[config.mk]
export PLATFORM = sky130hd
export DESIGN_NAME = hex_ascii_streamer
export DESIGN_NICKNAME = d
export VERILOG_FILES = /design/src/rtl/hex_ascii_streamer.sv
export SDC_FILE = /design/constraint.sdc
export NUM_CORES = 1
export LEC_CHECK = 0
export ABC_AREA = 1
export BUFFER_PORTS_ARGS = -buffer_cell sky130_fd_sc_hd__buf_2
export CAP_MARGIN = 20
export CORE_ASPECT_RATIO = 0.5
export CORE_MARGIN = 4
export CORE_UTILIZATION = 50
export DETAILED_ROUTE_END_ITERATION = 6
export GPL_ROUTABILITY_DRIVEN = 0
export PLACE_DENSITY_LB_ADDON = 0.15
export SLEW_MARGIN = 15
export SYNTH_ARGS = -nofsm -noshare
export SYNTH_HDL_FRONTEND = slang
export SYNTH_SLANG_ARGS = --single-unit
[constraint.sdc]
create_clock -name clk -period 2.8 [get_ports clk]
set_input_delay 0 -clock clk [delete_from_list [all_inputs] [get_ports clk]]
set_output_delay 0 -clock clk [all_outputs]
set_load 0.01 [all_outputs]
[src/rtl/hex_ascii_streamer.sv]
// hex_ascii_streamer: prints a hex word as a valid/ready ASCII character stream
// with optional "0x" prefix, CR/LF terminator, lowercase digits and leading-zero suppression.
module hex_ascii_streamer #(
    parameter int DATA_W      = 32,
    parameter int LOWERCASE   = 0,
    parameter int PREFIX_EN   = 1,
    parameter int TERM_EN     = 1,
    parameter int SUPPRESS_LZ = 0
) (
    input  logic              clk,
    input  logic              rst,
    input  logic              in_valid,
    output logic              in_ready,
    input  logic [DATA_W-1:0] in_data,
    output logic              out_valid,
    input  logic              out_ready,
    output logic [7:0]        out_char,
    output logic              out_last,
    output logic              busy
);
    localparam int N  = DATA_W / 4;
    localparam int IW = N > 1 ? $clog2(N) : 1;

    typedef enum logic [2:0] {IDLE, PFX0, PFX1, DIGITS, CR, LF} state_t;

    state_t            state, state_n, first, after;
    logic [DATA_W-1:0] data, data_n;
    logic [IW-1:0]     idx, idx_n, start;
    logic [3:0]        nib;
    logic [7:0]        digit, char_n;
    logic              last_n, accept, adv;

    assign first     = PREFIX_EN != 0 ? PFX0 : DIGITS;
    assign after     = TERM_EN != 0 ? CR : IDLE;
    assign in_ready  = state == IDLE && !rst;
    assign out_valid = state != IDLE;
    assign busy      = out_valid;
    assign accept    = in_valid && in_ready;
    assign adv       = out_valid && out_ready;

    // Highest nonzero nibble wins; an all-zero word still prints its LS digit.
    always_comb begin
        start = SUPPRESS_LZ != 0 ? '0 : IW'(N - 1);
        if (SUPPRESS_LZ != 0)
            for (int i = 0; i < N; i++)
                if (in_data[4*i +: 4] != 4'h0) start = IW'(i);
    end

    always_comb begin
        state_n = state;
        data_n  = data;
        idx_n   = idx;
        case (state)
            IDLE:    if (accept) begin
                         state_n = first;
                         data_n  = in_data;
                         idx_n   = start;
                     end
            PFX0:    if (adv) state_n = PFX1;
            PFX1:    if (adv) state_n = DIGITS;
            DIGITS:  if (adv) begin
                         if (idx == '0) state_n = after;
                         else idx_n = idx - 1'b1;
                     end
            CR:      if (adv) state_n = LF;
            LF:      if (adv) state_n = IDLE;
            default: state_n = IDLE;
        endcase
        // The output character is registered from the next state so it holds while stalled.
        nib    = 4'(data_n >> {idx_n, 2'b00});
        digit  = nib < 4'd10 ? 8'h30 + 8'(nib) : (LOWERCASE != 0 ? 8'h57 : 8'h37) + 8'(nib);
        char_n = state_n == PFX0   ? 8'h30 :
                 state_n == PFX1   ? 8'h78 :
                 state_n == DIGITS ? digit :
                 state_n == CR     ? 8'h0D :
                 state_n == LF     ? 8'h0A : 8'h20;
        last_n = state_n == LF || (state_n == DIGITS && idx_n == '0 && TERM_EN == 0);
    end

    always_ff @(posedge clk) begin
        if (rst) begin
            state    <= IDLE;
            data     <= '0;
            idx      <= '0;
            out_char <= 8'h20;
            out_last <= 1'b0;
        end else begin
            state    <= state_n;
            data     <= data_n;
            idx      <= idx_n;
            out_char <= char_n;
            out_last <= last_n;
        end
    end
endmodule

* Word-level counts from Yosys, hierarchy flattened *
Cells that the tools add are included.

word-level totals
  word-level logic and storage cells = 51
  input bits = 36
  output and inout port bits = 12
  bits in registers = 47

cells by class
  equal/unequal tests = 10
  $add $sub $neg = 3
  reduce and logical (&&, ||, !) cells = 9
  $lt $le $gt $ge = 1
  shift-type cells = 1
  muxes and demuxes = 20

operator list
  kind                                              number
  two-way mux 32 bit                                2
  >> shifter 32 x 5 -> 4 bit                        1
  two-way mux 3 bit                                 10
  two-way mux 7 bit                                 3
  one-hot mux 3 bit (6 select lines)                1
  adder 6 x 4 -> 7 bit, first input constant        2
  == test 3 x 2 -> 1 bit, second input constant     4
  == test 3 bit, second input constant              4
  two-way mux 6 bit                                 2
  == test 3 x 1 -> 1 bit, second input constant     2
  zero test 3 bit                                   2
  one-hot mux 3 bit (2 select lines)                1
  two-way mux 5 bit                                 1
  < comparator 4 bit, second input constant         1
  logical AND 1 bit                                 3
  nonzero test 3 bit                                1
  OR reduction 3 bit                                1
  subtractor 3 x 1 -> 3 bit, second input constant  1
  OR reduction 2 bit                                1
  zero test 1 bit                                   1

* Longest topological paths before layout *
  depth after elaboration = 11
  gate-level depth with buffers = 20
  gate-level depth less buffers = 20

* Least setup slack after synthesis *
Ideal clock, no wire load.

  path type = register -> register
  start = register idx[0]
  end = register out_char[4]
  setup slack = 599 ps
  arrival time = 2,068 ps
  setup time = 132 ps
  buffers on the path = 1
  required time = 2,668 ps
  cell stages (with the launch flop) = 18
  clock period less this slack = 2,201 ps
  path through = dfxtp_1 -> inv_1 -> ha_1 -> inv_1 -> nor2_1 -> nor2_2 -> nand3_1 -> nand3_2 -> buf_2 -> o211ai_1 -> nand3_1 -> nand2_1 -> inv_2 -> ha_1 -> nand3_1 -> nand3_1 -> nand2_1 -> a21oi_1

between the ends
  longest elaborated chain between the ends = 10
  elaborated cells between the ends (all ways) = 22
  classes of those cells = add/sub (3); order compare (1); eq/ne (4); shift (1); mux (12); reduce/logical (1)

ends and longest elaborated chain
  what                                                                 line    text
  start, declared                                                      28      logic [IW-1:0] idx, idx_n, start;
  start signal, assigned                                               90      idx <= idx_n;
  subtractor 3 x 1 -> 3 bit / zero test 3 bit (equally long branches)  63, 62
  two-way mux 3 bit                                                    62      if (idx == '0) state_n = after;
  two-way mux 3 bit                                                    61      DIGITS: if (adv) begin
  one-hot mux 3 bit (2 select lines)                                   53      case (state)
  >> shifter 32 x 5 -> 4 bit                                           70      nib = 4'(data_n >> {idx_n, 2'b00});
  adder 6 x 4 -> 7 bit / < comparator 4 bit (equally long branches)    71      digit = nib < 4'd10 ? 8'h30 + 8'(nib) : (LOWERCASE != 0 ? 8'h57 : 8'h37) + 8'(nib);
  two-way mux 7 bit                                                    71
  two-way mux 7 bit                                                    74      state_n == DIGITS ? digit :
  two-way mux 7 bit                                                    73      state_n == PFX1 ? 8'h78 :
  two-way mux 5 bit (*)                                                72      char_n = state_n == PFX0 ? 8'h30 :
  end signal, assigned                                                 91      out_char <= char_n;
  end, declared                                                        17      output logic [7:0] out_char,

Mark *: on every way between the ends. The rest lies on a longest branch, timed or not.
A chain may end at the register's enable or synchronous reset.

* Worst setup path in the final report *
  start = register idx[0]
  end = register out_char[1]

between the ends
  longest elaborated chain between the ends = 8
  elaborated cells between the ends (all ways) = 23
  classes of those cells = add/sub (3); order compare (1); eq/ne (5); shift (1); mux (11); reduce/logical (2)

ends and longest elaborated chain
  what                                                                                             line
  subtractor 3 x 1 -> 3 bit / zero test 3 bit (equally long branches)                              63, 62
  two-way mux 3 bit                                                                                62
  two-way mux 3 bit                                                                                61
  one-hot mux 3 bit (2 select lines) / one-hot mux 3 bit (6 select lines) (equally long branches)  53
  >> shifter 32 x 5 -> 4 bit / == test 3 bit (equally long branches)                               70, 76
  adder 6 x 4 -> 7 bit, or another cell as far along                                               71
  two-way mux 7 bit / two-way mux 6 bit (equally long branches)                                    71, 75
  two-way mux 7 bit                                                                                74

Several ways; a longest one is shown, not always the timed one.

==> qor.yml <==
layout.filler_cells: 446
critPathRequiredTime_ns: 3.04
worst_setup_path_start_kind: "flip-flop"
post_drt_via_cell_ratio: 5.017
die_wd_um: 109.0
io_buffer_count: 46
cts.root.buffer_cell: "sky130_fd_sc_hd__clkbuf_8"
status: "completed"
fin_crit_ns: 2.590
globalRouteMet2Util_pct: 36.30
post_synth.cell_area_avg_um2: 6.410
grt_first_pass_wirelength_um: 10920
initial_utilization_pct: 51.73
crit_fanout: 16
worst_hold_startpoint: "in_data[27]"
critical_path.top_delay_family: "simple AND/OR/NAND/NOR gates"
vias: 2724
final_util_pct: 65.53
synthToLayoutAreaGrowth_pct: 26.68
crit_path_buffers_inverters: 5
io_pins: 48
ys_dominant_reg_cell: "sky130_fd_sc_hd__dfxtp_1"
worstReg2RegStart: "idx[0]"
clock_insertion_delay_worst_skew_ns: 0.31
post_drt_wl_per_cell_um: 12.11
postSynthNetCount: 437
report.power.total_mw: 1.766
tritoncts: "built"
ys.warnings.count: 0
maxCapViolCount: 0
pwr_density_cell_mw_per_mm2: 546.5
final_worst_path_period_share_pct: 92.51
routed_wirelength_um: 6578
timing_worst_setup_path_type: "reg -> reg"
ys_types: 28
use_met3_pct: 4.272
skew_ns: 0.005818
finalHoldViolCount: 0
cts.path.max_buffers: 2
critical_path.endpoint_type: "flip-flop"
post_route_cells_drive_above_1_share_pct: 18.60
timing.critical_path.slowest_stage_cell: "sky130_fd_sc_hd__dfxtp_1"
final-instance-count-excl-fill: 543
antennaDiodeCount: 0
max_stage_delay_ns: 0.36
die_area_mm2: 0.006379
crit_start: "idx[0]"
worst-endpoint-arrival_ns: 2.83
grt_most_used_layer: "met2"
row_count: 18
tightest_slew_ns: 0.5165
core_area_mm2: 0.004932
slew_headroom_pct: 65.30
syn-instance-count: 398
final-max-slew-violation-count: 0
nNetsFinal: 511
postSynth.asyncResetShare_pct: 0
drt_pre_antenna_iters: 5
setup_failing_eps_final: 0
seq_area_frac_synth_pct: 36.10
place_inst: 503
largest_net_degree_at_the_start_of_global_routing: 40
global_route.usage.total_pct: 21.43
dp_hpwl_um: 4699
first_global_vias: 2547
ctsHtreeMaxLevel: 2
timing.fmax_ghz: 0.3861
clk_transition_reported_paths_ns: 0.09
grt.overflow.total: 0
drc: 0
numCtsBuffers: 5
grt_antenna_before_repair: 0
synth_enable_flop_cells: 0
leakage_nw: 1.645
clock-sinks: 46
hold_class: "in -> reg"
met1_usage_pct: 27.98
post_synth_instance_area_mm2: 0.002551
vdd_ir_drop_max_mv: 0.2343
flop_and_latch_count_out_of_synthesis: 46
detail-route-antenna-nets: 0
drt-initial-drc-count: 235
cp_cell_sequence: "inv_1 -> ha_1 -> inv_1 -> nor2_2 -> nor2_2 -> nand2_1 -> nand2_1 -> nand3_4 -> buf_4 -> buf_4 -> o211ai_1 -> nand3_1 -> nand2_2 -> nand3_2 -> inv_1 -> nand2_1 -> a21oi_1"
die_span_y_um: 58.51
## worst paths after layout
kind,end,slack (ns),cells after the start
setup reg to reg,out_char[1],0.21,17
hold reg to reg,data[14],0.47,2
setup / recovery,out_char[1],0.21,17
hold / removal,data[27],0.01,5
## cells in the final DEF, fill, tap and decap left out, types with 2 or more instances in the layout
cell,count
sky130_fd_sc_hd__buf_4,7
sky130_fd_sc_hd__nor2_1,31
sky130_fd_sc_hd__inv_2,4
sky130_fd_sc_hd__nand2_1,146
sky130_fd_sc_hd__dlygate4sd3_1,29
sky130_fd_sc_hd__ha_1,3
sky130_fd_sc_hd__nand2_2,8
sky130_fd_sc_hd__dfxtp_1,46
sky130_fd_sc_hd__o211ai_1,3
sky130_fd_sc_hd__nor2_2,3
sky130_fd_sc_hd__buf_2,46
sky130_fd_sc_hd__nand3_2,5
sky130_fd_sc_hd__inv_1,36
sky130_fd_sc_hd__nand3_1,42
sky130_fd_sc_hd__nor3_1,3
sky130_fd_sc_hd__a21oi_4,2
sky130_fd_sc_hd__clkbuf_8,6
sky130_fd_sc_hd__o21ai_0,4
sky130_fd_sc_hd__a21oi_1,27
sky130_fd_sc_hd__o21ai_1,10
## per-stage QoR
step	setup WS, ns	cell area [um^2]	TNS, ns	hold slack, ns
floorplan	0.5993	2551	0	0.08061
global placement	0.2546	2798	0	0.2711
detailed placement	0.07542	2798	0	0.2801
CTS	0.05659	3183	0	0.0001788
global route	-0.02996	3232	-0.05773	0.03484
finish	0.2098	3232	0	0.01124
## worst min-delay path: cells and delay by family
| kind | cells | cell delay [ns] |
|---|---|---|
| buffers and inverters | 2 | 0.11 |
| and+or+nand+nor | 3 | 0.17 |
## cell usage after synthesis (3+ instances only)
| library cell | instances | share of area [%] |
|---|---|---|
| sky130_fd_sc_hd__nand2_2 | 8 | 2.0 |
| sky130_fd_sc_hd__a21oi_1 | 27 | 5.3 |
| sky130_fd_sc_hd__buf_2 | 3 | 0.59 |
| sky130_fd_sc_hd__nor2_1 | 32 | 4.7 |
| sky130_fd_sc_hd__clkbuf_1 | 4 | 0.59 |
| sky130_fd_sc_hd__ha_1 | 3 | 1.5 |
| sky130_fd_sc_hd__dfxtp_1 | 46 | 36 |
| sky130_fd_sc_hd__inv_2 | 4 | 0.59 |
| sky130_fd_sc_hd__buf_4 | 5 | 1.5 |
| sky130_fd_sc_hd__nand3_2 | 5 | 2.0 |
| sky130_fd_sc_hd__o211ai_1 | 3 | 0.88 |
| sky130_fd_sc_hd__nand2_1 | 146 | 21 |
| sky130_fd_sc_hd__o21ai_1 | 10 | 2.0 |
| sky130_fd_sc_hd__nor3_1 | 3 | 0.59 |
| sky130_fd_sc_hd__o21ai_0 | 4 | 0.78 |
| sky130_fd_sc_hd__nand3_1 | 43 | 8.4 |
| sky130_fd_sc_hd__inv_1 | 37 | 5.4 |
| sky130_fd_sc_hd__buf_6 | 3 | 1.3 |
## report_power, final
| group | leakage (nW) | switching [mW] | internal, mW |
|---|---|---|---|
| clock network | 0.0472 | 0.236 | 0.199 |
| logic | 1.22 | 0.390 | 0.228 |
| registers | 0.376 | 0.0178 | 0.695 |
| total | 1.65 | 0.644 | 1.12 |
## layer usage
| metal | share of wire (%) | wire length [um] | vias up |
|---|---|---|---|
| li1 | - | - | 1405 |
| met1 | 47 | 3122 | 1229 |
| met2 | 44 | 2925 | 77 |
| met3 | 6.5 | 425 | 13 |
| met4 | 1.6 | 105 | 0 |
| met5 | 0 | 0 | - |
## logic make-up after synthesis
family | Yosys count | share of synthesized area [%]
flip-flops | 46 | 36.10
AND/OR/NAND/NOR | 244 | 41.54
adder cells (fa/ha/maj) | 3 | 1.471
buffers and inverters | 56 | 10.00
other | 1 | 0.1470
AO/OA/AOI/OAI | 48 | 10.74
## layout make-up
class	instances	area [um^2]	area share [%]
repair buffers	82	573.1	17.73
well taps	70	87.58	2.710
clock inverters	2	12.51	0.3871
multi-input cells	296	1399	43.28
flip-flops and latches	46	920.9	28.49
clock buffers	6	82.58	2.555
inverters	41	156.4	4.839
## repair_timing
item / CTS / global route
resized for setup: 0 / 7
setup buffers: 0 / 3
hold buffers: 29 / 0
endpoints found under the hold margin: 29 / 0
endpoints found under the setup margin: 0 / 5
## sequential cells by signal, summed over array words and instances, names as in the netlist
signal,flops
state,3
out_last,1
out_char,7
data,32
idx,3
No activity file was read; power rests on OpenSTA's default activity.
